`src/rtl/fp_div_issue_pkg.sv`:
```
// Shared types and constants for the FP divider issue front-end.
package fp_div_issue_pkg;

  typedef enum logic [1:0] {
    IDLE  = 2'd0,
    ISSUE = 2'd1,
    BUSY  = 2'd2,
    RESP  = 2'd3
  } state_t;

  localparam logic [31:0] QNAN = 32'h7FC00000;

  // Cycles from a request seen in IDLE to its response strobe
  localparam int DIV_NOMINAL_LAT = 7;

endpackage

```
`src/rtl/fp_div_rr_arb2.sv`:
```
// Two-way round-robin arbiter; the pointer favours the core that lost the last grant.
module fp_div_rr_arb2 (
  input  logic       in_Clk,
  input  logic       in_Rst_N,
  input  logic [1:0] req,
  input  logic       advance,
  output logic [1:0] grant
);

  logic ptr;

  always_comb begin
    grant = req;
    if (req == 2'b11) begin
      grant = ptr ? 2'b10 : 2'b01;
    end
  end

  // Granting core 0 hands priority to core 1, and vice versa
  always_ff @(posedge in_Clk or negedge in_Rst_N) begin
    if (!in_Rst_N) begin
      ptr <= 1'b0;
    end else if (advance && (req != 2'b00)) begin
      ptr <= grant[0];
    end
  end

endmodule

```
`src/rtl/fp_div_issue.sv`:
```
// Two-core issue front-end for the shared FP divider (start/stall initiator).
// Optional BUSY timeout with forced QNaN/error response: define FP_DIV_ISSUE_TIMEOUT_EN.
module fp_div_issue
  import fp_div_issue_pkg::*;
#(
  parameter int TAG_W   = 5,
  parameter int TIMEOUT = 15
) (
  input  logic             in_Clk,
  input  logic             in_Rst_N,
  input  logic             in_req0,
  input  logic [31:0]      in_numA0,
  input  logic [31:0]      in_numB0,
  input  logic [TAG_W-1:0] in_tag0,
  input  logic             in_req1,
  input  logic [31:0]      in_numA1,
  input  logic [31:0]      in_numB1,
  input  logic [TAG_W-1:0] in_tag1,
  output logic             out_busy0,
  output logic             out_busy1,
  output logic             out_valid0,
  output logic             out_valid1,
  output logic [31:0]      out_result,
  output logic [TAG_W-1:0] out_tag,
  output logic             out_err,
  output logic             out_div_start,
  output logic [31:0]      out_div_numA,
  output logic [31:0]      out_div_numB,
  input  logic             in_div_stall,
  input  logic [31:0]      in_div_result
);

  state_t           state;
  state_t           next_state;
  logic [1:0]       req;
  logic [1:0]       grant;
  logic             take;
  logic             owner;
  logic             seen_stall;
  logic             done;
  logic             timeout;
  logic [TAG_W-1:0] tag_q;

  assign req  = {in_req1, in_req0};
  assign take = (state == IDLE) && !in_div_stall && (req != 2'b00);
  // Completion needs a stall rise first, so a divider that has not started yet is never mistaken for done
  assign done = (state == BUSY) && seen_stall && !in_div_stall;

  fp_div_rr_arb2 u_arb (
    .in_Clk   (in_Clk),
    .in_Rst_N (in_Rst_N),
    .req      (req),
    .advance  (take),
    .grant    (grant)
  );

`ifdef FP_DIV_ISSUE_TIMEOUT_EN
  localparam int CNT_W = $clog2(TIMEOUT + 1);

  logic [CNT_W-1:0] busy_cnt;
  logic             err_q;

  assign timeout = (state == BUSY) && !done && (busy_cnt == CNT_W'(TIMEOUT - 1));

  always_ff @(posedge in_Clk or negedge in_Rst_N) begin
    if (!in_Rst_N) begin
      busy_cnt <= '0;
      err_q    <= 1'b0;
    end else begin
      if (state == ISSUE) begin
        busy_cnt <= '0;
      end else if (state == BUSY) begin
        busy_cnt <= busy_cnt + CNT_W'(1);
      end
      if (done) begin
        err_q <= 1'b0;
      end else if (timeout) begin
        err_q <= 1'b1;
      end
    end
  end

  assign out_err = (state == RESP) && err_q;
`else
  assign timeout = 1'b0;
  assign out_err = 1'b0;
`endif

  always_ff @(posedge in_Clk or negedge in_Rst_N) begin
    if (!in_Rst_N) begin
      state <= IDLE;
    end else begin
      state <= next_state;
    end
  end

  always_comb begin
    next_state = state;
    case (state)
      IDLE:    if (take) next_state = ISSUE;
      ISSUE:   next_state = BUSY;
      BUSY:    if (done || timeout) next_state = RESP;
      RESP:    next_state = IDLE;
      default: next_state = IDLE;
    endcase
  end

  always_comb begin
    out_div_start = 1'b0;
    out_valid0    = 1'b0;
    out_valid1    = 1'b0;
    case (state)
      ISSUE: out_div_start = 1'b1;
      RESP: begin
        out_valid0 = !owner;
        out_valid1 = owner;
      end
      default: ;
    endcase
  end

  assign out_busy0 = in_req0 & ~out_valid0;
  assign out_busy1 = in_req1 & ~out_valid1;
  assign out_tag   = tag_q;

  // Operands stay frozen from the grant until the next grant, covering the whole divide
  always_ff @(posedge in_Clk or negedge in_Rst_N) begin
    if (!in_Rst_N) begin
      owner        <= 1'b0;
      tag_q        <= '0;
      out_div_numA <= '0;
      out_div_numB <= '0;
    end else if (take) begin
      owner        <= grant[1];
      tag_q        <= grant[0] ? in_tag0  : in_tag1;
      out_div_numA <= grant[0] ? in_numA0 : in_numA1;
      out_div_numB <= grant[0] ? in_numB0 : in_numB1;
    end
  end

  always_ff @(posedge in_Clk or negedge in_Rst_N) begin
    if (!in_Rst_N) begin
      seen_stall <= 1'b0;
      out_result <= '0;
    end else begin
      if (state == ISSUE) begin
        seen_stall <= 1'b0;
      end else if ((state == BUSY) && in_div_stall) begin
        seen_stall <= 1'b1;
      end
      if (done) begin
        out_result <= in_div_result;
      end else if (timeout) begin
        out_result <= QNAN;
      end
    end
  end

endmodule

```
`config.mk`:
```
export PLATFORM = sky130hd
export DESIGN_NAME = fp_div_issue
export DESIGN_NICKNAME = d
export VERILOG_FILES = /design/src/rtl/fp_div_issue_pkg.sv /design/src/rtl/fp_div_rr_arb2.sv /design/src/rtl/fp_div_issue.sv
export SDC_FILE = /design/constraint.sdc
export NUM_CORES = 1
export LEC_CHECK = 0
export ABC_AREA = 1
export CAP_MARGIN = 20
export CORE_ASPECT_RATIO = 0.75
export CORE_UTILIZATION = 35
export CTS_BUF_LIST = sky130_fd_sc_hd__clkbuf_16
export DETAILED_ROUTE_END_ITERATION = 8
export PLACE_DENSITY = 0.76
export SYNTH_ARGS = -nofsm -noshare
export SYNTH_HDL_FRONTEND = slang
export SYNTH_SLANG_ARGS = --single-unit
```
`constraint.sdc`:
```
create_clock -name in_Clk -period 1.45 [get_ports in_Clk]
set_clock_uncertainty 0.1 [all_clocks]
set_input_delay 0.145 -clock in_Clk [delete_from_list [all_inputs] [get_ports in_Clk]]
set_output_delay 0.145 -clock in_Clk [all_outputs]
set_load 0.02 [all_outputs]
```
### Yosys cells after proc, flatten, opt, wreduce, memory -nomap -nowiden

Index checks and enable logic that the tools add are counted.

| storage, ports and cells | value |
|---|---|
| register bits | 106 |
| bits of input ports | 175 |
| word-level logic and storage cells | 43 |

| operators by class | value |
|---|---|
| equality and inequality tests | 6 |
| multiplexer cells | 13 |
| bitwise operators | 4 |
| reductions and logical operators | 12 |

Operators by type and width:

| kind | number |
|---|---|
| two-way mux 32 bit | 2 |
| two-way mux 2 bit | 4 |
| one-hot mux 2 bit (4 select lines) | 1 |
| == test 2 bit (second input constant) | 3 |
| logical AND 1 bit | 6 |
| two-way mux 1 bit | 5 |
| two-way mux 5 bit | 1 |
| nonzero test 2 bit | 2 |
| AND 1 bit | 2 |
| == test 2 x 1 -> 1 bit (second input constant) | 1 |
| zero test 1 bit | 2 |
| zero test 2 bit | 1 |
| inequality test 2 x 1 -> 1 bit (second input constant) | 1 |
| inequality test 2 bit (second input constant) | 1 |
| NOT 1 bit | 2 |
| AND reduction 2 bit | 1 |

### Depth between registers and ports, before layout

Gate-level depths: netlist of run 1.

| depth | value |
|---|---|
| depth in word-level cells | 5 |
| depth in mapped cells | 8 |

### Hierarchy

Synthesis of run 1 repeated with hierarchy kept, for this count alone.

| unflattened totals | value |
|---|---|
| cell total of the unflattened synthesis | 696 |
| area total of the unflattened synthesis | 5278.8 µm² |

Modules (own cells, without submodules):

| module | instances | cells an instance | area each (µm²) | seq. area each (µm²) |
|---|---|---|---|---|
| fp_div_issue | 1 | 688 | 5218.8 | 2627.5 |
| fp_div_rr_arb2 | 1 | 8 | 60.1 | 25.0 |

### Least setup slack after synthesis of run 1

OpenSTA, ideal clock, no wires.

| path | value |
|---|---|
| kind | reg2reg |
| from | register state[0] |
| to | register out_result[11] |
| arrival | 1.235 ns |
| data required time | 1.220 ns |
| path slack | -0.015 ns |
| stages on the path, launching flop included | 7 |
| path buffers | 2 |
| clock period less this slack | 1.465 ns |
| cell sequence | dfrtp_1 -> inv_1 -> ha_1 -> nand3_1 -> buf_2 -> clkbuf_1 -> o21ai_0 |

| between the ends | value |
|---|---|
| longest elaborated chain between the ends | 3 |

Ends and longest elaborated chain:

| what | RTL line | RTL |
|---|---|---|
| start: declaration | fp_div_issue.sv:33 | `state_t state;` |
| start signal: assignment | fp_div_issue.sv:93 | `state <= next_state;` |
| == test 2 bit | fp_div_issue.sv:47 | `assign done = (state == BUSY) && seen_stall && !in_div_stall;` |
| logical AND 1 bit (2 in series) | fp_div_issue.sv:47 |  |
| end signal: assignment | fp_div_issue.sv:152 | `out_result <= in_div_result;` |
| end: declaration | fp_div_issue.sv:23 | `output logic [31:0] out_result,` |

No other way between the ends.
A chain may end at the register's enable or synchronous reset.

### Worst setup path after layout of run 1

| path | value |
|---|---|
| from | register state[0] |
| to | register out_div_numB[29] |

| between the ends | value |
|---|---|
| longest elaborated chain between the ends | 3 |

Ends and longest elaborated chain:

| what | RTL line | RTL |
|---|---|---|
| zero test 2 bit | fp_div_issue.sv:45 | `assign take = (state == IDLE) && !in_div_stall && (req != 2'b00);` |
| logical AND 1 bit (2 in series) | fp_div_issue.sv:45 |  |
| end signal: assignment | fp_div_issue.sv:137 | `out_div_numB <= grant[0] ? in_numB0 : in_numB1;` |
| end: declaration | fp_div_issue.sv:28 | `output logic [31:0] out_div_numB,` |

No other way between the ends.

==> metrics.csv, run 1 <==
stage;metric;value;unit
layout;fin util;62.7;%
setup_path;Worst EP required;1.63;ns
setup_path;critical-path cell list;buf_6, inv_6, ha_4, nand2_4, nor2_4, buf_12, buf_12, buf_12, nand2_2, nand2_1;
setup_path;Reg2Reg Launch Point;state[0];
logic_synthesis;synth top area cells;dfrtp_1 52%, nand2_1 28%, nand3_1 7.0%, o21ai_0 3.1%, inv_1 2.9%;
layout;area grow syn2layout;70.8;%
logic_synthesis;sequential share of the synthesized area;51.5;%
setup_path;R2R depth;10;
setup_path;cell mode on critical path;buf_12;
clocking;clock latency on the worst-skew pair;0.34;ns
route;wire per inst;14.1;µm
logic_synthesis;Netlist cell types;21;
setup_path;crit path from;state[0];
run;max cap viols;0;
placed_design;Placer Congestion;0.831;
route;drt via density;4.51;
hold_path;Hold WC Path Type;input pin to async pin;
global_routing;initial antenna violation count;0;
logic_synthesis;ys async rst share;100;%
setup_path;R2R Setup Slk;-0.11;ns
sta;endpoints failing setup;110;
global_routing;largest net degree at the start of global routing;70;
clocking;Worst-path clk slew;0.08;ns
logic_synthesis;Post-Syn Area per Cell;7.34;µm²
layout;Register Area;0.00265;mm²
logic_synthesis;number of synthesized flops with an enable pin;0;
power;peak supply drop;0.801;mV
layout;area of the multi-input gates;0.00221;mm²
logic_synthesis;synthesized area;0.00515;mm²
die;core outline area;0.0140;mm²
sta;setup ws final;-0.107;ns
die;Site Rows;37;
setup_path;critical path's slowest cell;dfrtp_1;
route;Routed Antenna Nets;0;
global_routing;first-pass GRT wire length;26300;µm
setup_path;Worst path max stage delay;0.40;ns
layout;fillers;1278;
run_status;status;finished with violations;
logic_synthesis;Synth Instances;701;
route;first-pass iteration count of the detailed router;4;
die;initial core utilization;36.7;%
sta;Max Freq;642;MHz
logic_synthesis;Synth Flop Type;dfrtp_1;
clocking;CTS H-Tree Depth;3;
setup_path;worst path arrival time;1.74;ns
sta;post-route setup TNS;-6.27;ns
route;Iter 0 DRT Violations;197;
logic_synthesis;Yosys top cell by area;dfrtp_1;
setup_path;Critical Path Sink Type;flip-flop;
sta;RSZ-0062 raised after global routing;yes;
setup_path;Reg-to-Reg End;out_div_numB[29];
clocking;CTS tree;built;
logic_synthesis;Commonest cells post-synth;388 x nand2_1, 106 x dfrtp_1, 72 x nand3_1;
die;I/O pin count;282;
clocking;maximum buffer depth of the clock tree;2;
route;drt drc;0;
logic_synthesis;Synth Register Bits;106;
global_routing;GRT Resource Usage Total;22.3;%
power;P_leak;4.77;nW
layout;layout cells sized above 1;9.00;%
global_routing;number of global-route vias before repair;5155;
logic_synthesis;Net Count, Synth;881;
placed_design;IO buf count;280;
logic_synthesis;most frequent cell after synthesis;nand2_1;
global_routing;Congestion Overflow GR;0;
route;via count;5337;
sta;fin. max-slew vios;0;
sta;crit share post-route;107;%
die;DIE AREA;0.0152;mm²
die;die height;107;µm
layout;Final Cell Area;0.00879;mm²
setup_path;CP startpoint kind;flip-flop;
clocking;CTS Sinks;106;
placed_design;DP HPWL;12000;µm
layout;ANT cells;0;
setup_path;CP Class;flip-flop to flip-flop;
sta;final hold viol count;0;
power;pwr dens;1710;mW/mm²
sta;Tmin final;1.56;ns
placed_design;DP Area;0.00831;mm²
setup_path;Critical Path Fanout Max;7;
die;Die X;142;µm
placed_design;DP Worst Slack;-0.288;ns
clocking;CTS root buf;clkbuf_16;
logic_synthesis;Ys Warns;0;
layout;NumNets Final;1164;
clocking;CTS buffer count;9;
run_status;failing checks;negative setup slack;
logic_synthesis;Yosys top cell area share;51.5;%
route;final WL;16700;µm
## layout by cell type (no fill, tap or decap), drive strengths merged
| master | instances |
|---|---|
| dlygate4sd2 | 100 |
| conb | 1 |
| or2 | 1 |
| dfrtp | 106 |
| o21bai | 1 |
| nor2 | 6 |
| clkinv | 1 |
| a21oi | 1 |
| buf | 42 |
| clkinvlp | 1 |
| bufinv | 1 |
| o21a | 1 |
| dlymetal6s2s | 1 |
| nand2 | 390 |
| nand3 | 72 |
| inv | 45 |
| clkbuf | 9 |
| o21ai | 32 |
| ha | 5 |
| clkdlybuf4s50 | 172 |
| dlygate4sd3 | 1 |
## metal layers
layer	global-route usage, %	wire, µm	vias to the layer above
met5	0	0	-
met4	5.68	212	0
met3	7.01	1400	13
met2	37.1	7850	188
met1	27.9	7230	2429
li1	-	-	2707
## stage by stage
step	std cells	total power [mW]	hold WS, ns
after floorplan	701	8.82	-0.251
after global placement	1160	12.8	0.00188
after detailed placement	1160	12.9	0.00698
after CTS	1183	15.0	0.205
after global routing	1184	16.1	0.225
final	1184	15.0	0.215
## area by class of cell
class / instances / area share [%]
Inverter: 41 / 1.87
Sequential cell: 106 / 30.2
Timing Repair Buffer: 316 / 36.5
Tap cell: 195 / 2.78
Clock buffer: 9 / 2.56
Multi-Input combinational cell: 510 / 25.2
Clock inverter: 7 / 0.954
## how the worst max path moves through the flow
stage / endpoint / slack, ns / depth (start not counted)
2_1_floorplan: out_result[11] / -0.01 / 6
3_3_place_gp: out_busy1 / -0.26 / 4
3_5_place_dp: u_arb.ptr / -0.29 / 8
4_1_cts: out_div_start / -0.17 / 5
5_1_grt: u_arb.ptr / -0.18 / 9
6_report: out_div_numB[29] / -0.11 / 10
## state kept, by name (all words and copies together), names as in the netlist
register      cells
out_div_numB     32
owner             1
out_result       32
out_tag           5
out_div_numA     32
u_arb.ptr         1
seen_stall        1
state             2
## power by group
| part | switching, mW | internal, mW | total, mW |
|---|---|---|---|
| logic | 4.38 | 3.17 | 7.55 |
| registers | 0.659 | 4.25 | 4.91 |
| clock network | 1.18 | 1.38 | 2.55 |
## worst max-delay path: cells and delay by family (launching register included)
kind / cells / cell delay (ns)
AND/OR/NAND/NOR: 4 / 0.28
adder cells (fa/ha/maj): 1 / 0.13
flip-flops: 1 / 0.40
buffers and inverters: 5 / 0.56
## repair_timing
action / CTS / global route
hold buffers: 1 / 0
hold endpoints to repair: 106 / 0
gates cloned: 2 / 0
gates resized for setup: 147 / 32
pin swaps: 1 / 20
setup endpoints to repair: 211 / 111
setup buffers: 4 / 2
## cell families (layout without fill, tap and decap cells)
group | Yosys count | count (layout) | synth area share [%]
AOI/OAI and AO/OA | 35 | 35 | 3.50
buffers and inverters | 85 | 373 | 7.37
other | 1 | 1 | 0.0729
and+or+nand+nor | 469 | 469 | 36.3
adders and majority gates | 5 | 5 | 1.22
DFF | 106 | 106 | 51.5
No activity file was read; power rests on OpenSTA's default activity.
==> run 2: changes to the inputs <==
ABC_AREA = not set   (was 1)
CORE_UTILIZATION = 34   (was 35)
PLACE_DENSITY = not set   (was 0.76)
PLACE_DENSITY_LB_ADDON = 0.3   (was not set)
REMOVE_ABC_BUFFERS = 1   (was not set)
==> run 2 against run 1 <==
Net effect:
- the flow still finishes with violations (negative setup slack)
- synthesized area fell by 6.1%
- setup slack lost 0.092 ns
- die area decreased by 3.3%
- critical path type unchanged
==> metrics.csv, run 2 <==
stage;metric;value;unit;change
global_routing;number of global-route vias before repair;4549;;-12%
die;Die X;140;µm;-1.7%
route;DR WL met3;1030;µm;-26%
placed_design;IO buf count;280;;unchanged
die;core outline area;0.0138;mm²;-1.7%
global_routing;initial antenna violation count;0;;unchanged
layout;most frequent cells in the layout;173 x clkdlybuf4s50_1, 134 x a21oi_1, 106 x dfrtp_1;;
power;P_leak;3.88;nW;-19%
global_routing;largest net degree at the start of global routing;107;;+53%
sta;setup ws final;-0.199;ns;-0.0915 ns
route;top sig layer;met4;;
power;pwr dens;1880;mW/mm²;+9.8%
sta;Worst slew margin;60.1;%;
clocking;CTS Sinks;106;;unchanged
clocking;Worst-path clk slew;0.07;ns;about the same
sta;RSZ-0062 raised after global routing;yes;;
route;first-pass iteration count of the detailed router;5;;+1
clocking;CTS H-Tree Depth;3;;unchanged
logic_synthesis;Ys Warns;0;;unchanged
route;wire per inst;18.4;µm;+30%
hold_path;Hold WC Path Type;input pin to async pin;;
logic_synthesis;Yosys top cell by area;dfrtp_1;;
logic_synthesis;synth top area cells;dfrtp_1 55%, a21oi_1 15%, mux2i_1 14%, mux2_2 7.5%, buf_2 1.3%;;
sta;post-route setup TNS;-15.39;ns;-9.12 ns
power;Sw Pwr;6.45;mW;+3.8%
sta;Worst Hold Margin;0.304;ns;+0.0886 ns
logic_synthesis;ys async rst share;100;%;unchanged
clocking;clock latency on the worst-skew pair;0.34;ns;about the same
layout;top flop regs;out_div_numA x32, out_div_numB x32, out_result x32;;
global_routing;Congestion Overflow GR;0;;unchanged
route;via count;4505;;-16%
logic_synthesis;most frequent cell after synthesis;a21oi_1;;
setup_path;CP startpoint kind;flip-flop;;
layout;layout cells sized above 1;16.6;%;+7.6 points
sta;endpoints failing setup;110;;unchanged
sta;fin. max-slew vios;0;;unchanged
power;clock power share;15.0;%;-2.0 points
logic_synthesis;number of synthesized flops with an enable pin;0;;unchanged
layout;area grow syn2layout;77.9;%;
setup_path;Critical Path Fanout Max;26;;+19
logic_synthesis;sequential share of the synthesized area;54.9;%;+3.4 points
logic_synthesis;synthesized area;0.00483;mm²;-6.1%
layout;area of the multi-input gates;0.00214;mm²;-3.6%
route;met2 wire length;8070;µm;+2.7%
layout;Register Area;0.00265;mm²;unchanged
layout;NumNets Final;893;;-23%
route;Routed Antenna Nets;0;;unchanged
layout;fillers;1112;;-13%
die;die height;105;µm;-1.7%
logic_synthesis;Synth Instances;417;;-41%
route;met1 WL;7120;µm;-1.5%
logic_synthesis;Netlist cell types;25;;+19%
placed_design;Placer Congestion;0.814;;-2.0%
route;Iter 0 DRT Violations;176;;-11%
power;Switching Share;40.0;%;-1.4 points
sta;Slew @ Worst Pin;0.599;ns;
clocking;CTS buffer count;9;;unchanged
global_routing;GRT Resource Usage Total;21.0;%;-1.3 points
run;max cap viols;0;;unchanged
clocking;maximum buffer depth of the clock tree;2;;unchanged
run_status;failing checks;negative setup slack;;
global_routing;first-pass GRT wire length;24200;µm;-8.1%
setup_path;worst path arrival time;1.76;ns;+0.02 ns
logic_synthesis;Commonest cells post-synth;140 x a21oi_1, 106 x dfrtp_1, 69 x mux2i_1;;
clocking;CTS root buf;clkbuf_16;;
clocking;CTS tree;built;;
placed_design;DP Worst Slack;-0.379;ns;-0.0905 ns
sta;final hold viol count;0;;unchanged
power;sequential power share;32.1;%;-0.6 points
placed_design;DP HPWL;11000;µm;-8.0%
logic_synthesis;Post-Syn Area per Cell;11.6;µm²;+58%
power;Cell Int Power;9.67;mW;+9.9%
layout;commonest non-fill, non-tap cell in the layout;clkdlybuf4s50_1;;
sta;crit share post-route;114;%;+6.3 points
die;I/O pin count;282;;unchanged
die;DIE AREA;0.0147;mm²;-3.3%
die;initial core utilization;35.0;%;-1.7 points
logic_synthesis;Synth Register Bits;106;;unchanged
logic_synthesis;Yosys top cell area share;54.9;%;+3.4 points
power;peak supply drop;0.794;mV;-0.80%
route;drt via density;5.05;;+12%
layout;ANT cells;0;;unchanged
route;drt drc;0;;unchanged
die;Site Rows;37;;unchanged
sta;Max Freq;607;MHz;-5.6%
run_status;status;finished with violations;;
power;Comb power frac;52.9;%;+2.6 points
sta;Tmin final;1.65;ns;+0.0915 ns
setup_path;Critical Path Sink Type;flip-flop;;
setup_path;Worst EP required;1.57;ns;-0.06 ns
logic_synthesis;Synth Flop Type;dfrtp_1;;
setup_path;CP Class;flip-flop to flip-flop;;
route;final WL;16400;µm;-1.7%
[run 2: cell type report]
cell class              instances  share of cell area [%]
repair buffers                321                    38.0
clock inverters                 6                   0.772
flip-flops and latches        106                    30.9
well taps                     175                    2.55
clock buffers                   9                    2.62
inverters                       3                   0.306
multi-input cells             272                    24.9
[run 2: path summary, 6_finish.rpt]
kind / from / endpoint / slack (ns) / cells after the start
min reg2reg: seen_stall / seen_stall / 0.40 / 2
min: in_Rst_N / out_result[13] / 0.30 / 3
min in group in_Clk: in_div_result[7] / out_result[7] / 0.32 / 2
max: state[1] / out_div_numA[2] / -0.20 / 7
max in group asynchronous: in_Rst_N / out_div_numA[4] / 0.47 / 3
max reg2reg: state[1] / out_div_numA[2] / -0.20 / 7
[run 2: repair_timing]
item                                    4_1_cts  5_1_grt
pin swaps                                     2        4
endpoints found under the setup margin      211      110
buffers inserted                              7        2
resized for setup                           147       45
gates cloned                                  4        4
endpoints found under the hold margin       106        0
hold buffers                                  1        0
[run 2: through the flow]
step | util [%] | area (µm²) | cells | power, mW
finish | 62.3 | 8590 | 892 | 16.1
global route | 62.3 | 8590 | 892 | 17.0
global placement | 57.9 | 7990 | 863 | 13.6
floorplan | - | 4640 | 381 | 9.22
CTS | 60.9 | 8400 | 890 | 15.8
detailed placement | 57.9 | 7990 | 863 | 13.8
[run 2: kinds of logic after synthesis]
| kind of cell | count (synthesis) | share of synthesized area, % |
|---|---|---|
| adder cells (fa/ha/maj) | 5 | 1.30 |
| AO/OA/AOI/OAI | 150 | 16.1 |
| multiplexers | 101 | 21.8 |
| AND/OR/NAND/NOR | 15 | 1.74 |
| other | 1 | 0.0776 |
| flip-flops | 106 | 54.9 |
| buffers and inverters | 39 | 4.14 |
[run 2: routing by layer]
metal,GRT usage (%),vias up
li1,-,2090
met5,0,-
met3,5.32,20
met2,37.0,186
met4,4.71,0
met1,26.0,2209
[run 2: worst max-delay path, stage by stage, from the launching register on]
cell	delay (ns)
dfrtp_1	0.41
buf_6	0.14
inv_6	0.06
ha_4	0.12
nor2b_4	0.17
and2_4	0.23
buf_12	0.18
a21oi_1	0.09
[run 2: power groups by stage]
stage	clock, mW	sequential [mW]	combinational [mW]
floorplan	0	6.89	2.34
global placement	0	5.17	8.42
detailed placement	0	5.24	8.59
CTS	2.50	5.15	8.17
global route	2.62	5.34	9.02
finish	2.43	5.17	8.52
==> run 3: changes to the inputs <==
==> constraint.sdc (replaced) <==
create_clock -name in_Clk -period 1.45 [get_ports in_Clk]
set_clock_uncertainty 0.1 [all_clocks]
set_input_delay 0.29 -clock in_Clk [delete_from_list [all_inputs] [get_ports in_Clk]]
set_output_delay 0.29 -clock in_Clk [all_outputs]
set_load 0.02 [all_outputs]
==> run 3 against run 2 <==
Net effect:
- the flow still finishes with violations (negative setup slack)
- non-clock buffer count up 16
- core utilization up 4.6 points
- setup slack worse by 0.14 ns
- via count up 1.8%
- sequential cell count unchanged
- register-to-register slack worse by 0.14 ns
- hold slack better by 0.091 ns
- clock-buffer cell count unchanged
- global-route usage up 2.5 points
- wire length up 9.3%
- critical endpoint is now out_div_numB[10]
- highest routed layer unchanged
==> metrics.csv, run 3 (synthesis results as in run 2) <==
stage;metric;value;unit;change
clocking;clock latency on the worst-skew pair;0.34;ns;about the same
route;final WL;17900;µm;+9.3%
clocking;maximum buffer depth of the clock tree;2;;unchanged
global_routing;largest net degree at the start of global routing;76;;-29%
setup_path;Worst EP required;1.61;ns;+0.04 ns
placed_design;DP Worst Slack;-0.576;ns;-0.198 ns
power;total power;17.5;mW;+8.4%
setup_path;critical path's slowest cell;dfrtp_1;;
die;DIE AREA;0.0147;mm²;unchanged
sta;Tmin final;1.79;ns;+0.138 ns
global_routing;met2 Usage GRT;41.6;%;+4.7 points
layout;fin util;66.9;%;+4.6 points
run_status;status;finished with violations;;
clocking;CTS root buf;clkbuf_16;;
clocking;CTS H-Tree Depth;3;;unchanged
run_status;failing checks;negative setup slack;;
clocking;CTS buffer count;9;;unchanged
global_routing;Congestion Overflow GR;0;;unchanged
sta;Max Freq;560;MHz;-7.7%
setup_path;CP startpoint kind;flip-flop;;
placed_design;DP HPWL;11100;µm;+0.43%
power;sequential power share;30.7;%;-1.4 points
layout;layout cells sized above 1;31.8;%;+15 points
route;drt drc;0;;unchanged
die;initial core utilization;35.0;%;unchanged
power;Cell Int Power;10.4;mW;+7.3%
die;Die X;140;µm;unchanged
sta;post-route setup TNS;-30.96;ns;-15.57 ns
global_routing;GRT Resource Usage Total;23.5;%;+2.5 points
setup_path;Critical Path Fanout Max;11;;-58%
sta;fin. max-slew vios;0;;unchanged
power;P_leak;4.10;nW;+5.6%
layout;Final Cell Area;0.00923;mm²;+7.4%
setup_path;critical-path cell list;buf_6, inv_4, buf_6, ha_4, nor2b_4, buf_6, buf_12, clkbuf_16, a21oi_1, a21oi_1;;
global_routing;number of global-route vias before repair;4795;;+5.4%
clocking;Worst-path clk slew;0.07;ns;about the same
setup_path;CP Class;flip-flop to flip-flop;;
sta;final hold viol count;0;;unchanged
layout;NumNets Final;909;;+1.8%
global_routing;grt peak-use layer;met2;;
die;core outline area;0.0138;mm²;unchanged
setup_path;worst path arrival time;1.95;ns;+0.19 ns
layout;area grow syn2layout;91.0;%;
die;Site Rows;37;;unchanged
clocking;CTS tree;built;;
route;Iter 0 DRT Violations;177;;+0.57%
power;Switching Share;40.6;%;+0.60 points
route;via count;4587;;+1.8%
route;wire per inst;19.8;µm;+7.4%
power;clock power share;12.8;%;-2.2 points
global_routing;first-pass GRT wire length;26500;µm;+9.7%
route;first-pass iteration count of the detailed router;4;;-1
power;Comb power frac;56.4;%;+3.5 points
sta;Worst Hold Margin;0.395;ns;+0.0911 ns
power;pwr dens;1890;mW/mm²;+0.96%
clocking;CTS Sinks;106;;unchanged
route;Routed Antenna Nets;0;;unchanged
run;max cap viols;0;;unchanged
global_routing;met1 Track Usage GR;29.0;%;+3.0 points
sta;endpoints failing setup;110;;unchanged
hold_path;Hold WC Path Type;flip-flop to flip-flop;;
die;die height;105;µm;unchanged
die;I/O pin count;282;;unchanged
global_routing;initial antenna violation count;0;;unchanged
placed_design;Placer Congestion;0.794;;-2.4%
layout;top flop regs;out_div_numA x32, out_div_numB x32, out_result x32;;
sta;setup ws final;-0.337;ns;-0.138 ns
setup_path;cell mode on critical path;buf_6;;
layout;Non-Filler Instances;908;;+1.8%
power;peak supply drop;0.774;mV;-2.6%
sta;RSZ-0062 raised after global routing;yes;;
layout;commonest non-fill, non-tap cell in the layout;clkdlybuf4s50_1;;
power;Sw Pwr;7.10;mW;+10%
global_routing;global routing usage on met3;5.41;%;+0.091 points
layout;ANT cells;0;;unchanged
layout;most frequent cells in the layout;172 x clkdlybuf4s50_1, 106 x dfrtp_1, 73 x a21oi_1;;
placed_design;DP Area;0.00800;mm²;+0.13%
route;drt via density;5.05;;about the same
placed_design;Placed Instances;866;;+0.35%
setup_path;Worst path max stage delay;0.40;ns;about the same
sta;crit share post-route;123;%;+9.5 points
placed_design;IO buf count;280;;unchanged
setup_path;Critical Path Sink Type;flip-flop;;
-- run 3: cell type report --
type | count | area [µm²]
Fill cell | 1022 | 4570
Clock buffer | 9 | 225
Clock inverter | 6 | 42.5
Timing Repair Buffer | 337 | 3580
Inverter | 3 | 18.8
Tap cell | 175 | 219
Multi-Input combinational cell | 272 | 2490
Sequential cell | 106 | 2650
-- run 3: repair_timing --
item | 4_1_cts | 5_1_grt
gates resized for setup | 315 | 99
pin swaps | 5 | 8
endpoints found under the hold margin | 106 | 0
endpoints found under the setup margin | 211 | 172
hold buffers | 1 | 0
cloned | 12 | 3
buffers inserted | 10 | 3
-- run 3: worst paths after layout --
| path | start | end | slack (ns) | cells after the start |
|---|---|---|---|---|
| max | state[1] | out_div_numB[10] | -0.34 | 10 |
| min | seen_stall | seen_stall | 0.39 | 2 |
| max reg2reg | state[1] | out_div_numB[10] | -0.34 | 10 |
| min reg2reg | seen_stall | seen_stall | 0.39 | 2 |
| max in group asynchronous | in_Rst_N | out_result[30] | 0.49 | 3 |
| min in group asynchronous | in_Rst_N | out_div_numA[7] | 0.43 | 3 |
-- run 3: power by group through the flow --
stage	sequential (mW)	combinational (mW)	clock, mW
4_1_cts	5.26	9.58	2.30
3_3_place_gp	5.16	8.44	0
3_5_place_dp	5.23	8.64	0
5_1_grt	5.51	10.4	2.40
6_report	5.37	9.86	2.24
2_1_floorplan	6.89	2.34	0
-- run 3: critical path, delay by kind of cell, from the launching register on --
kind                     cells  cell delay [ns]
AND/OR/NAND/NOR              1             0.15
buffers and inverters        6             0.74
AO/OA/AOI/OAI                2             0.20
flip-flops                   1             0.40
adder cells (fa/ha/maj)      1             0.12
-- run 3: per-layer routing --
layer / vias up / share of wire, %
li1: 2125 / -
met1: 2268 / 42
met2: 178 / 51
met3: 16 / 6.0
met4: 0 / 1.2
met5: - / 0
